**config.mk**
```make
export PLATFORM = sky130hd
export DESIGN_NAME = ram_port_arbiter
export DESIGN_NICKNAME = d
export VERILOG_FILES = /design/src/rtl/ram_port_arbiter.sv
export SDC_FILE = /design/constraint.sdc
export NUM_CORES = 1
export LEC_CHECK = 0
export BUFFER_PORTS_ARGS = -buffer_cell sky130_fd_sc_hd__buf_2
export CAP_MARGIN = 10
export CORE_ASPECT_RATIO = 0.8
export CORE_MARGIN = 1
export CORE_UTILIZATION = 40
export DETAILED_ROUTE_END_ITERATION = 7
export GPL_ROUTABILITY_DRIVEN = 0
export GPL_TIMING_DRIVEN = 0
export HOLD_SLACK_MARGIN = 0.08
export SETUP_SLACK_MARGIN = 0.05
export SYNTH_ARGS = -nofsm -noshare
export SYNTH_HDL_FRONTEND = slang
export SYNTH_SLANG_ARGS = --single-unit
```
**constraint.sdc**
```tcl
create_clock -name clk -period 4.72 [get_ports clk]
set_clock_uncertainty 0.15 [all_clocks]
set_input_delay 0.236 -clock clk [delete_from_list [all_inputs] [get_ports clk]]
set_output_delay 0.236 -clock clk [all_outputs]
set_load 0.05 [all_outputs]
```
**src/rtl/ram_port_arbiter.sv**
```systemverilog
// Two-port round-robin arbiter in front of a private 16x8 single-port RAM.
// Optional macro ARB_LOCK_EN adds lock0/lock1 to pin arbitration to the last served port.
module ram_port_arbiter #(
  parameter int DATA_W = 8,
  parameter int ADDR_W = 4
) (
  input  logic              clk,
  input  logic              reset,
  input  logic              req0,
  input  logic              we0,
  input  logic [ADDR_W-1:0] addr0,
  input  logic [DATA_W-1:0] wdata0,
  output logic              gnt0,
  output logic              rvalid0,
  input  logic              req1,
  input  logic              we1,
  input  logic [ADDR_W-1:0] addr1,
  input  logic [DATA_W-1:0] wdata1,
  output logic              gnt1,
  output logic              rvalid1,
`ifdef ARB_LOCK_EN
  input  logic              lock0,
  input  logic              lock1,
`endif
  output logic [DATA_W-1:0] rdata
);

  typedef enum logic [1:0] {IDLE, ACCESS, RESP} state_t;

  state_t              r_state;
  logic [DATA_W-1:0]   r_mem [0:(1<<ADDR_W)-1];
  logic                r_sel, r_we, r_rr_last;
  logic [ADDR_W-1:0]   r_addr;
  logic [DATA_W-1:0]   r_wdata, r_rdata;
  logic                r_gnt0, r_gnt1, r_rvalid0, r_rvalid1;
  logic                w_el0, w_el1, w_pick, w_psel;

`ifdef ARB_LOCK_EN
  logic r_srv_vld, r_lock_gnt, w_lock_act;
  // Lock only applies once some port has actually been served since reset.
  assign w_lock_act = r_srv_vld & (r_sel ? lock1 : lock0);
  assign w_el0      = req0 & ~(w_lock_act & r_sel);
  assign w_el1      = req1 & ~(w_lock_act & ~r_sel);
`else
  assign w_el0 = req0;
  assign w_el1 = req1;
`endif

  assign w_pick = w_el0 | w_el1;
  assign w_psel = (w_el0 & w_el1) ? ~r_rr_last : w_el1;

  always_ff @(posedge clk) begin
    if (reset) begin
      r_state   <= IDLE;
      r_sel     <= 1'b0;
      r_we      <= 1'b0;
      r_addr    <= '0;
      r_wdata   <= '0;
      r_rdata   <= '0;
      r_rr_last <= 1'b1;
      r_gnt0    <= 1'b0;
      r_gnt1    <= 1'b0;
      r_rvalid0 <= 1'b0;
      r_rvalid1 <= 1'b0;
`ifdef ARB_LOCK_EN
      r_srv_vld  <= 1'b0;
      r_lock_gnt <= 1'b0;
`endif
    end else begin
      r_gnt0    <= 1'b0;
      r_gnt1    <= 1'b0;
      r_rvalid0 <= 1'b0;
      r_rvalid1 <= 1'b0;
      case (r_state)
        IDLE: if (w_pick) begin
          r_sel   <= w_psel;
          r_we    <= w_psel ? we1    : we0;
          r_addr  <= w_psel ? addr1  : addr0;
          r_wdata <= w_psel ? wdata1 : wdata0;
          r_gnt0  <= ~w_psel;
          r_gnt1  <= w_psel;
`ifdef ARB_LOCK_EN
          r_lock_gnt <= w_lock_act;
`endif
          r_state <= ACCESS;
        end
        ACCESS: begin
          if (!r_we) r_rdata <= r_mem[r_addr];
          r_rvalid0 <= ~r_sel;
          r_rvalid1 <= r_sel;
`ifdef ARB_LOCK_EN
          if (!r_lock_gnt) r_rr_last <= r_sel;
          r_srv_vld <= 1'b1;
`else
          r_rr_last <= r_sel;
`endif
          r_state <= RESP;
        end
        RESP:    r_state <= IDLE;
        default: r_state <= IDLE;
      endcase
    end
  end

  // Storage is never cleared; reset only suppresses an in-flight write.
  always_ff @(posedge clk) begin
    if (!reset && r_state == ACCESS && r_we) r_mem[r_addr] <= r_wdata;
  end

  assign gnt0    = r_gnt0;
  assign gnt1    = r_gnt1;
  assign rvalid0 = r_rvalid0;
  assign rvalid1 = r_rvalid1;
  assign rdata   = r_rdata;

endmodule
```
## After elaboration in Yosys (flattened, before gate mapping)

Memories as Yosys holds them, arrays and structs flattened. A register that Yosys moved wholly into a read port is not among the register bits.
Index checks and enable logic that the tools add are counted.

- Equal/unequal tests: 2
- Muxes and demuxes: 8
- Bitwise gates (word level): 9
- Reductions and logical operators: 8

Operators by type and width:

| kind | count |
|---|---|
| $mux 8 | 1 |
| $not 1->1 | 7 |
| $mux 1 | 4 |
| $mux 4 | 1 |
| $pmux 2 s2 | 1 |
| $reduce_and 2->1 | 2 |
| $reduce_or 3->1 | 1 |
| $eq 2x1->1 const B | 1 |
| $logic_and 1x1->1 | 2 |
| $logic_not 2->1 | 1 |
| $mux 2 | 1 |
| $ne 2x2->1 const B | 1 |
| $reduce_or 2->1 | 1 |
| $and 1x1->1 | 1 |
| $logic_not 1->1 | 1 |
| $or 1x1->1 | 1 |

- Flip-flop bits (word level): 21
- RAM bits: 128
- Input bits: 30
- Logic and storage cells: 38
- Memories kept: 1

Memories:

| memory | words | width | read ports | clocked after memory_dff | write ports | line | source |
|---|---|---|---|---|---|---|---|
| r_mem | 16 | 8 | 1 | 1 | 1 | 31 | `logic [DATA_W-1:0] r_mem [0:(1<<ADDR_W)-1];` |

## Longest topological paths before layout

Gate-level depths: netlist (run 1).

- Word-level depth: 5
- Depth in mapped cells: 6
- Gate-level depth less buffers: 3

## Worst setup path before layout (run 1)

No wires, ideal clock.

- Kind: register to register
- Start point: reg r_addr[1]
- End point: mem r_mem[0][0], enable pin
- Data arrival time: 1.613 ns
- Data required time: 4.187 ns
- Setup slack: 2.574 ns
- Cell stages (with the launch flop): 6
- Path buffers: 3
- Clock period less this slack: 2.146 ns
- Cell sequence: dfxtp_1 > buf_6 > buf_6 > buf_4 > nand4bb_1 > nor3_1

RTL lines:

| element | line | source |
|---|---|---|
| start: declaration | 33 | `logic [ADDR_W-1:0] r_addr;` |
| start signal: assignment | 78 | `r_addr <= w_psel ? addr1 : addr0;` |
| end: declaration | 31 |  |

No word-level cell before the write port.

## Final worst setup path (run 1)

- Start point: reg r_addr[1]
- End point: mem r_mem[1][4], enable pin

No word-level cell before the write port.

==> flow_metrics.py, run 1 <==
metrics = {
    "setup_path": {
        "worst-endpoint-arrival_ns": 2.50,
        "path_max_fanout": 10,
        "cp.required_ns": 4.70,
        "slowest_delay_ns": 0.72,
        "cp_top_family": "simple AND/OR/NAND/NOR gates",
        "worstPathCellList": "buf_6 -> buf_6 -> buf_4 -> nand4b_1 -> nor3_1 -> buf_4",
        "crit_buf_inv": 4,
        "worstSetupPathType": "register to register",
        "worstSetupStartpointType": "register",
        "cp_slowest_cell": "nor3_1",
        "endpoint_kind": "register",
        "cp-startpoint": "r_addr[1]$_SDFFE_PP0P_",
        "r2r-start": "r_addr[1]$_SDFFE_PP0P_",
    },
    "routing": {
        "maxUsedRoutingLayer": "met4",
        "wl_met2_um": 6110,
        "drt_pass1_iterations": 5,
        "routed_via_density": 5.34,
        "ant_nets": 0,
        "detail_route.wirelength.met1_um": 6520,
        "num_vias": 3507,
        "drtIter0Drc": 295,
        "drt-total-wl_um": 13500,
        "wl_per_cell_um": 20.6,
        "drc": 0,
        "met3_length_um": 782,
    },
    "cells_and_area": {
        "drive_gt1_share_pct": 28.2,
        "post-route-util_pct": 49.4,
        "area_growth_pct": 20.6,
        "layout.nets": 464,
        "finish.instance_area_sq_mm": 0.00745,
        "diodes": 0,
    },
    "floorplan": {
        "die_y_um": 113,
        "core-area_sq_mm": 0.0151,
        "dieWidth_um": 141,
        "die-area_sq_mm": 0.0159,
        "start_util_pct": 41.0,
        "num_rows": 40,
        "io_pins": 42,
    },
    "clock_tree": {
        "clockRootBuffer": "clkbuf_16",
        "cts_buffer_depth": 2,
        "cts_resized": 0,
        "insertion_delay_ns": 0.42,
        "cts_buffers": 17,
        "clk_pin_slew_ns": 0.06,
        "cts_num_sinks": 157,
        "cts_setup_buffers": 0,
        "cts_tree": "built",
        "htree_levels": 4,
    },
    "timing": {
        "fmax_ghz": 0.396,
        "worstMarginPinSlew_ns": 0.868,
        "tns_ns": 0,
        "whs_ns": 0.290,
        "final-max-slew-violation-count": 0,
        "max_slew_margin_pct": 41.7,
        "finalSetupViolCount": 0,
        "rsz0062_at_grt": "false",
        "finalCritPeriodShare_pct": 53.5,
        "hold_violations": 0,
        "timing.final.ws_setup_ns": 2.19,
        "fin_crit_ns": 2.53,
    },
    "grt": {
        "grt_antenna_before_repair": 0,
        "grt_overflow": 0,
        "grt_max_degree": 18,
        "first_global_vias": 3563,
        "grt_usage_pct": 18.3,
        "grt_pass1_wl_um": 20800,
    },
    "place": {
        "place_ws_ns": 1.88,
        "placed_area_sq_mm": 0.00666,
        "io_buffers": 40,
        "hpwlAfterDp_um": 8720,
    },
    "logic_synthesis": {
        "synthDistinctLibCells": 36,
        "syn_area_sq_mm": 0.00618,
        "syn_nets": 376,
        "synth_warnings": 0,
        "ys_seq_area_share_pct": 71.6,
        "synth_top_cell_area_share_pct": 62.2,
        "postSynth.asyncResetShare_pct": 0,
        "synthFlopType": "edfxtp_1",
        "synth.area.top_cells": "edfxtp_1 (62%), dfxtp_1 (9.4%), mux4_2 (6.6%), mux2_2 (2.9%), mux4_1 (2.6%)",
        "synth.largest_area_cell": "edfxtp_1",
        "yosys_register_bits": 157,
        "syn_inst": 346,
        "synth_edf_count": 128,
        "avgSynthCellArea_sq_um": 17.9,
    },
    "pwr": {
        "seqPwrFrac_pct": 51.3,
        "sw_frac_of_total_pct": 24.2,
        "combPwrFrac_pct": 10.2,
        "p_sw_mw": 0.758,
        "leakagePower_nw": 2.53,
        "clkPwrFrac_pct": 38.5,
        "internal_power_mw": 2.37,
        "power.density_mw_per_mm2": 420,
        "vdd_drop_max_mv": 0.244,
    },
    "min_path": {
        "holdCritPathClass": "primary input to register",
        "hp-start": "reset",
    },
    "flow_run": {
        "max-cap-violations": 0,
    },
    "run_status": {
        "status": "complete, no violations",
    },
}
-- power groups by stage --
| stage | registers (mW) | clock network, mW | logic (mW) |
|---|---|---|---|
| after CTS | 1.60 | 1.22 | 0.316 |
| after global placement | 1.63 | 0 | 0.290 |
| after floorplan | 1.63 | 0 | 0.184 |
| after global routing | 1.61 | 1.28 | 0.339 |
| after detailed placement | 1.63 | 0 | 0.294 |
| final | 1.60 | 1.20 | 0.319 |
-- synthesized netlist by cell type (2+ instances only) --
| cell type | instances |
|---|---|
| edfxtp_1 | 128 |
| dfxtp_1 | 29 |
| mux4_2 | 18 |
| mux2_2 | 16 |
| a22oi_1 | 15 |
| nor2_1 | 15 |
| mux2i_1 | 14 |
| a211oi_1 | 13 |
| a21oi_1 | 13 |
| nand2_1 | 10 |
| clkbuf_1 | 9 |
| a41oi_1 | 8 |
| o21bai_1 | 8 |
| buf_2 | 7 |
| mux4_1 | 6 |
| nor3_1 | 6 |
| nand2b_1 | 4 |
| and2_1 | 3 |
| buf_6 | 3 |
| a21boi_0 | 2 |
| buf_1 | 2 |
| nand4b_1 | 2 |
| nor3b_2 | 2 |
-- final timing paths --
| check | end | slack (ns) | cells past startpoint |
|---|---|---|---|
| worst max register to register | r_mem[1][4]$_DFFE_PP_ | 2.19 | 6 |
| worst max-delay path | r_mem[1][4]$_DFFE_PP_ | 2.19 | 6 |
| worst min-delay path | r_state[1]$_SDFFE_PP0P_ | 0.29 | 2 |
| worst min register to register | rvalid0$_SDFF_PP0_ | 0.33 | 1 |
-- timing repair --
item / in CTS / in global routing
endpoints found under the setup margin: 0 / 0
hold buffers: 26 / 0
endpoints found under the hold margin: 13 / 0
-- placed cells by master (no fill, tap or decap), drive strengths merged, types with 2 or more instances in the layout --
cell         Yosys  layout
dfxtp           29      29
nand4b           2       2
nand2           10      10
clkbuf          10      32
and2             3       3
edfxtp         128     128
a22oi           16      16
a41oi            8       8
inv              0       2
clkinv           0       7
a21boi           2       2
nor2            15      15
mux2i           14      14
mux4            24      24
o21bai           8       8
dlygate4sd3      0      26
clkinvlp         0       2
buf             14      56
mux2            16      16
a21oi           13      13
nand2b           4       4
nor3             6       6
a211oi          13      13
nor3b            4       4
-- flip-flops by register name, indices dropped and copies added, names as in the netlist --
register	count
gnt0	1
gnt1	1
r_addr	4
r_mem	128
r_rr_last	1
r_sel	1
r_state	2
r_wdata	8
r_we	1
rdata	8
rvalid0	1
rvalid1	1
-- per-stage QoR --
stage                     total power [mW]  cells
after floorplan                       1.82    346
after global placement                1.92    596
after CTS                             3.14    656
final                                 3.13    657
after global routing                  3.23    657
after detailed placement              1.93    598
-- routing by layer --
| metal | vias to the layer above | global-route usage [%] |
|---|---|---|
| li1 | 1582 | - |
| met1 | 1797 | 26.6 |
| met2 | 117 | 27.2 |
| met3 | 11 | 4.40 |
| met4 | 0 | 6.01 |
| met5 | - | 0 |
-- kinds of logic (layout without fill, tap and decap cells) --
| logic type | Yosys count | after routing | share of synthesized area, % |
|---|---|---|---|
| buf+inv | 24 | 125 | 2.35 |
| flops | 157 | 157 | 71.6 |
| simple gates | 50 | 50 | 4.56 |
| compound gates | 61 | 61 | 7.17 |
| mux | 54 | 54 | 14.3 |
-- final cells by class --
| type | count | area [sq um] |
|---|---|---|
| clock inverters | 11 | 70.1 |
| fillers | 1257 | 7620 |
| plain buffers | 24 | 145 |
| repair buffers | 69 | 483 |
| multi-input cells | 165 | 1610 |
| well taps | 210 | 263 |
| clock buffers | 21 | 450 |
| flip-flops and latches | 157 | 4420 |
No activity file was read; power rests on OpenSTA's default activity.
==> inputs of run 2 (changes only) <==
clock period = 2.4 ns   (was 4.72 ns; I/O delays follow)
==> flow_metrics.py, run 2 (synthesis results as in run 1) <==
metrics = {
    "timing": {
        "final-max-slew-violation-count": 0,
        "fin_crit_ns": 2.32,
        "finalSetupViolCount": 0,
        "timing.final.ws_setup_ns": 0.0765,
        "worstMarginPinSlew_ns": 0.754,
        "finalCritPeriodShare_pct": 96.8,
        "tns_ns": 0,
        "fmax_ghz": 0.430,
        "max_slew_margin_pct": 49.6,
        "hold_violations": 0,
        "rsz0062_at_grt": "true",
    },
    "min_path": {
        "min_to": "r_state[1]$_SDFFE_PP0P_",
        "holdCritPathClass": "primary input to register",
        "hp-start": "reset",
        "hold_depth": 2,
    },
    "floorplan": {
        "num_rows": 40,
        "die-area_sq_mm": 0.0159,
        "dieWidth_um": 141,
        "io_pins": 42,
        "start_util_pct": 41.0,
        "die_y_um": 113,
        "core-area_sq_mm": 0.0151,
    },
    "setup_path": {
        "ff2ff_path_depth": 5,
        "endpoint_kind": "register",
        "regToRegSetupSlack_ns": 0.08,
        "timing.rr.end": "r_mem[7][2]$_DFFE_PP_",
        "path_max_fanout": 10,
        "worst-endpoint-arrival_ns": 2.22,
        "r2r-start": "r_addr[1]$_SDFFE_PP0P_",
        "worstPathCellList": "buf_6 -> buf_8 -> buf_6 -> nand4_1 -> nor2_2",
        "worstSetupPathType": "register to register",
        "cp_slowest_cell": "nor2_2",
        "cp.required_ns": 2.30,
        "slowest_delay_ns": 0.56,
        "worstSetupStartpointType": "register",
        "cp_common_cell": "buf_6",
    },
    "flow_run": {
        "max-cap-violations": 0,
    },
    "cells_and_area": {
        "layout.nets": 463,
        "seq_area_sq_mm": 0.00442,
        "layout_common_cells": "edfxtp_1 (128), buf_2 (47), dfxtp_1 (29)",
        "diodes": 0,
        "drive_gt1_share_pct": 31.6,
        "regMostFlops": "r_mem",
        "final_common_cell": "edfxtp_1",
        "multi_input_area_sq_mm": 0.00171,
        "largest_register_ffs": 128,
        "area_growth_pct": 22.4,
        "n_fill_cell": 1249,
    },
    "place": {
        "hpwlAfterDp_um": 8720,
        "io_buffers": 40,
        "place_ws_ns": -0.434,
    },
    "clock_tree": {
        "cts_buffers": 17,
        "cts_tree": "built",
        "cts_buffer_depth": 2,
        "cts_num_sinks": 157,
        "clk_pin_slew_ns": 0.06,
        "insertion_delay_ns": 0.42,
        "htree_levels": 4,
        "clockRootBuffer": "clkbuf_16",
    },
    "routing": {
        "ant_nets": 0,
        "num_vias": 3460,
        "routed_via_density": 5.27,
        "wl_per_cell_um": 20.6,
        "drtIter0Drc": 274,
        "drt_pass1_iterations": 4,
        "drc": 0,
        "drt-total-wl_um": 13500,
    },
    "grt": {
        "grt_max_degree": 18,
        "grt_pass1_wl_um": 20800,
        "first_global_vias": 3571,
        "grt_overflow": 0,
        "grt_antenna_before_repair": 0,
        "grt_usage_pct": 18.3,
    },
    "pwr": {
        "vdd_drop_max_mv": 0.495,
        "leakagePower_nw": 2.54,
        "finalPower_mw": 6.17,
        "power.density_mw_per_mm2": 816,
    },
    "run_status": {
        "status": "complete, no violations",
    },
}
-- run 2: area by class of cell --
| type | instances | area share (%) |
|---|---|---|
| Buffer | 23 | 1.97 |
| Clock inverter | 11 | 0.926 |
| Sequential cell | 157 | 58.5 |
| Timing Repair Buffer | 69 | 6.60 |
| Multi-Input combinational cell | 165 | 22.6 |
| Tap cell | 210 | 3.47 |
| Clock buffer | 21 | 5.96 |
-- run 2: power breakdown --
| group | switching [mW] | internal [mW] | total [mW] |
|---|---|---|---|
| combinational | 0.363 | 0.280 | 0.643 |
| sequential | 0.112 | 3.04 | 3.15 |
| clock | 1.04 | 1.34 | 2.38 |
| total | 1.51 | 4.66 | 6.17 |
-- run 2: through the flow --
stage / cell area, sq um / cells / hold WS (ns) / util, %
2_1_floorplan: 6180 / 346 / 0.205 / -
5_1_grt: 7560 / 656 / 0.220 / 50.2
6_report: 7560 / 656 / 0.190 / 50.2
4_1_cts: 7460 / 656 / 0.173 / 49.6
3_3_place_gp: 6640 / 596 / 0.313 / 44.1
3_5_place_dp: 6660 / 598 / 0.315 / 44.2
-- run 2: worst max-delay path by stage --
| stage | start | end | slack [ns] | depth (start not counted) |
|---|---|---|---|---|
| after CTS | r_addr[1]$_SDFFE_PP0P_ | r_mem[3][7]$_DFFE_PP_ | -0.13 | 6 |
| after detailed placement | r_addr[1]$_SDFFE_PP0P_ | r_mem[2][4]$_DFFE_PP_ | -0.43 | 5 |
| after global placement | r_addr[1]$_SDFFE_PP0P_ | r_mem[3][3]$_DFFE_PP_ | -0.36 | 5 |
| final | r_addr[1]$_SDFFE_PP0P_ | r_mem[7][2]$_DFFE_PP_ | 0.08 | 5 |
| after floorplan | r_addr[1]$_SDFFE_PP0P_ | r_mem[0][0]$_DFFE_PP_ | 0.25 | 5 |
| after global routing | r_addr[1]$_SDFFE_PP0P_ | r_mem[7][7]$_DFFE_PP_ | -0.009 | 5 |
-- run 2: per-layer routing --
layer | up-vias | part of all wire, % | track usage, % | wire [um]
met4 | 0 | 1.8 | 6.01 | 239
met1 | 1771 | 48 | 26.0 | 6450
met2 | 91 | 45 | 27.2 | 6090
met5 | - | 0 | 0 | 0
met3 | 16 | 5.6 | 5.29 | 758
li1 | 1582 | - | - | -
-- run 2: what timing repair did --
action	4_1_cts	5_1_grt
gates resized for setup	8	20
endpoints found under the hold margin	13	0
endpoints found under the setup margin	96	120
buffers inserted	0	1
pin swaps	0	1
hold buffers	26	0
-- run 2: worst max-delay path: cells and delay by family, from the launching register on --
| kind | cells | cell delay (ns) |
|---|---|---|
| buffers and inverters | 3 | 0.55 |
| and+or+nand+nor | 2 | 0.94 |
| DFF | 1 | 0.32 |
==> inputs of run 3 (changes only) <==
clock period = 2.8 ns   (was 2.4 ns; I/O delays follow)
==> flow_metrics.py, run 3 (synthesis results as in run 1) <==
metrics = {
    "run_status": {
        "status": "complete, no violations",
    },
    "timing": {
        "whs_ns": 0.196,
        "final-max-slew-violation-count": 0,
        "fin_crit_ns": 2.52,
        "finalCritPeriodShare_pct": 89.9,
        "hold_violations": 0,
        "max_slew_margin_pct": 41.9,
        "timing.final.ws_setup_ns": 0.283,
        "worstMarginPinSlew_ns": 0.865,
        "finalSetupViolCount": 0,
        "fmax_ghz": 0.397,
        "rsz0062_at_grt": "false",
    },
    "clock_tree": {
        "cts_buffers": 17,
        "insertion_delay_ns": 0.42,
        "htree_levels": 4,
        "cts_buffer_depth": 2,
        "cts_tree": "built",
        "cts_setup_buffers": 0,
        "cts_num_sinks": 157,
        "clockRootBuffer": "clkbuf_16",
        "clk_pin_slew_ns": 0.06,
    },
    "setup_path": {
        "slowest_delay_ns": 0.72,
        "worstSetupStartpointType": "register",
        "cp.required_ns": 2.78,
        "worstPathCellList": "buf_6 -> buf_6 -> buf_4 -> nand4b_1 -> nor3_1 -> buf_4",
        "path_max_fanout": 10,
        "endpoint_kind": "register",
        "regToRegSetupSlack_ns": 0.28,
        "cp_slowest_cell": "nor3_1",
        "worstSetupPathType": "register to register",
        "worst-endpoint-arrival_ns": 2.50,
    },
    "floorplan": {
        "start_util_pct": 41.0,
        "die_y_um": 113,
        "core-area_sq_mm": 0.0151,
        "die-area_sq_mm": 0.0159,
        "num_rows": 40,
        "dieWidth_um": 141,
        "io_pins": 42,
    },
    "pwr": {
        "leakagePower_nw": 2.53,
        "vdd_drop_max_mv": 0.412,
        "power.density_mw_per_mm2": 708,
    },
    "cells_and_area": {
        "regMostFlops": "r_mem",
        "area_growth_pct": 20.6,
        "drive_gt1_share_pct": 28.2,
        "n_fill_cell": 1257,
        "multi_input_area_sq_mm": 0.00161,
        "final_common_cell": "edfxtp_1",
        "stdcell_count": 657,
        "layout.nets": 464,
        "seq_area_sq_mm": 0.00442,
        "layout_common_cells": "edfxtp_1 (128), buf_2 (47), dfxtp_1 (29)",
        "diodes": 0,
        "largest_register_ffs": 128,
    },
    "routing": {
        "drc": 0,
        "num_vias": 3478,
        "drtIter0Drc": 282,
        "drt-total-wl_um": 13500,
        "ant_nets": 0,
        "wl_per_cell_um": 20.6,
        "routed_via_density": 5.29,
        "drt_pass1_iterations": 5,
    },
    "grt": {
        "grt_overflow": 0,
        "first_global_vias": 3564,
        "grt_pass1_wl_um": 20800,
        "grt_max_degree": 18,
        "grt_usage_pct": 18.3,
        "grt_antenna_before_repair": 0,
    },
    "place": {
        "io_buffers": 40,
        "place_ws_ns": -0.0342,
        "hpwlAfterDp_um": 8720,
        "dp.cells": 598,
    },
    "flow_run": {
        "max-cap-violations": 0,
    },
    "min_path": {
        "holdCritPathClass": "primary input to register",
    },
}
## run 3: changes by cell type in the layout (fill, tap and decap cells not counted), sizes merged
cell    delta
clkbuf     +2
buf        -1
## run 3: metrics by stage
stage / power, mW / util, % / setup TNS, ns / cell area, sq um
floorplan: 3.06 / - / 0 / 6180
global placement: 3.23 / 44.1 / 0 / 6640
detailed placement: 3.25 / 44.2 / -0.270 / 6660
CTS: 5.30 / 49.4 / 0 / 7440
global route: 5.44 / 49.4 / 0 / 7450
finish: 5.27 / 49.4 / 0 / 7450
## run 3: worst max-delay path: cells and delay by family, from the launching register on
kind,cells,cell delay [ns]
AND/OR/NAND/NOR,2,0.98
buffers and inverters,4,0.78
flip-flops,1,0.31
## run 3: final timing paths
| kind | startpoint | to | cells after the start |
|---|---|---|---|
| setup reg to reg | r_addr[1]$_SDFFE_PP0P_ | r_mem[1][4]$_DFFE_PP_ | 6 |
| hold / removal | reset | r_state[1]$_SDFFE_PP0P_ | 2 |
| hold reg to reg | r_sel$_SDFFE_PP0P_ | rvalid0$_SDFF_PP0_ | 1 |
| setup / recovery | r_addr[1]$_SDFFE_PP0P_ | r_mem[1][4]$_DFFE_PP_ | 6 |
## run 3: metal layers
metal	wire, um	track usage (%)	up-vias
li1	-	-	1583
met1	6480	26.2	1767
met2	6110	27.2	116
met3	802	4.91	12
met4	138	6.01	0
met5	0	0	-
## run 3: cell type report
type,count,area share (%)
buffer,24,1.95
clock buffer,21,6.05
clock inverter,11,0.941
multi-input combinational,165,21.7
sequential,157,59.4
tap,210,3.53
timing repair buffer,69,6.48
## run 3: report_power, final
part / leakage, nW / internal [mW] / switching [mW]
sequential: 1.40 / 2.61 / 0.0967
clock: 0.257 / 1.15 / 0.882
combinational: 0.870 / 0.238 / 0.299
total: 2.53 / 3.99 / 1.28
## run 3: repair_timing
action | CTS | global route
setup endpoints to repair | 8 | 0
resized for setup | 1 | 0
hold buffers | 26 | 0
hold endpoints to repair | 13 | 0
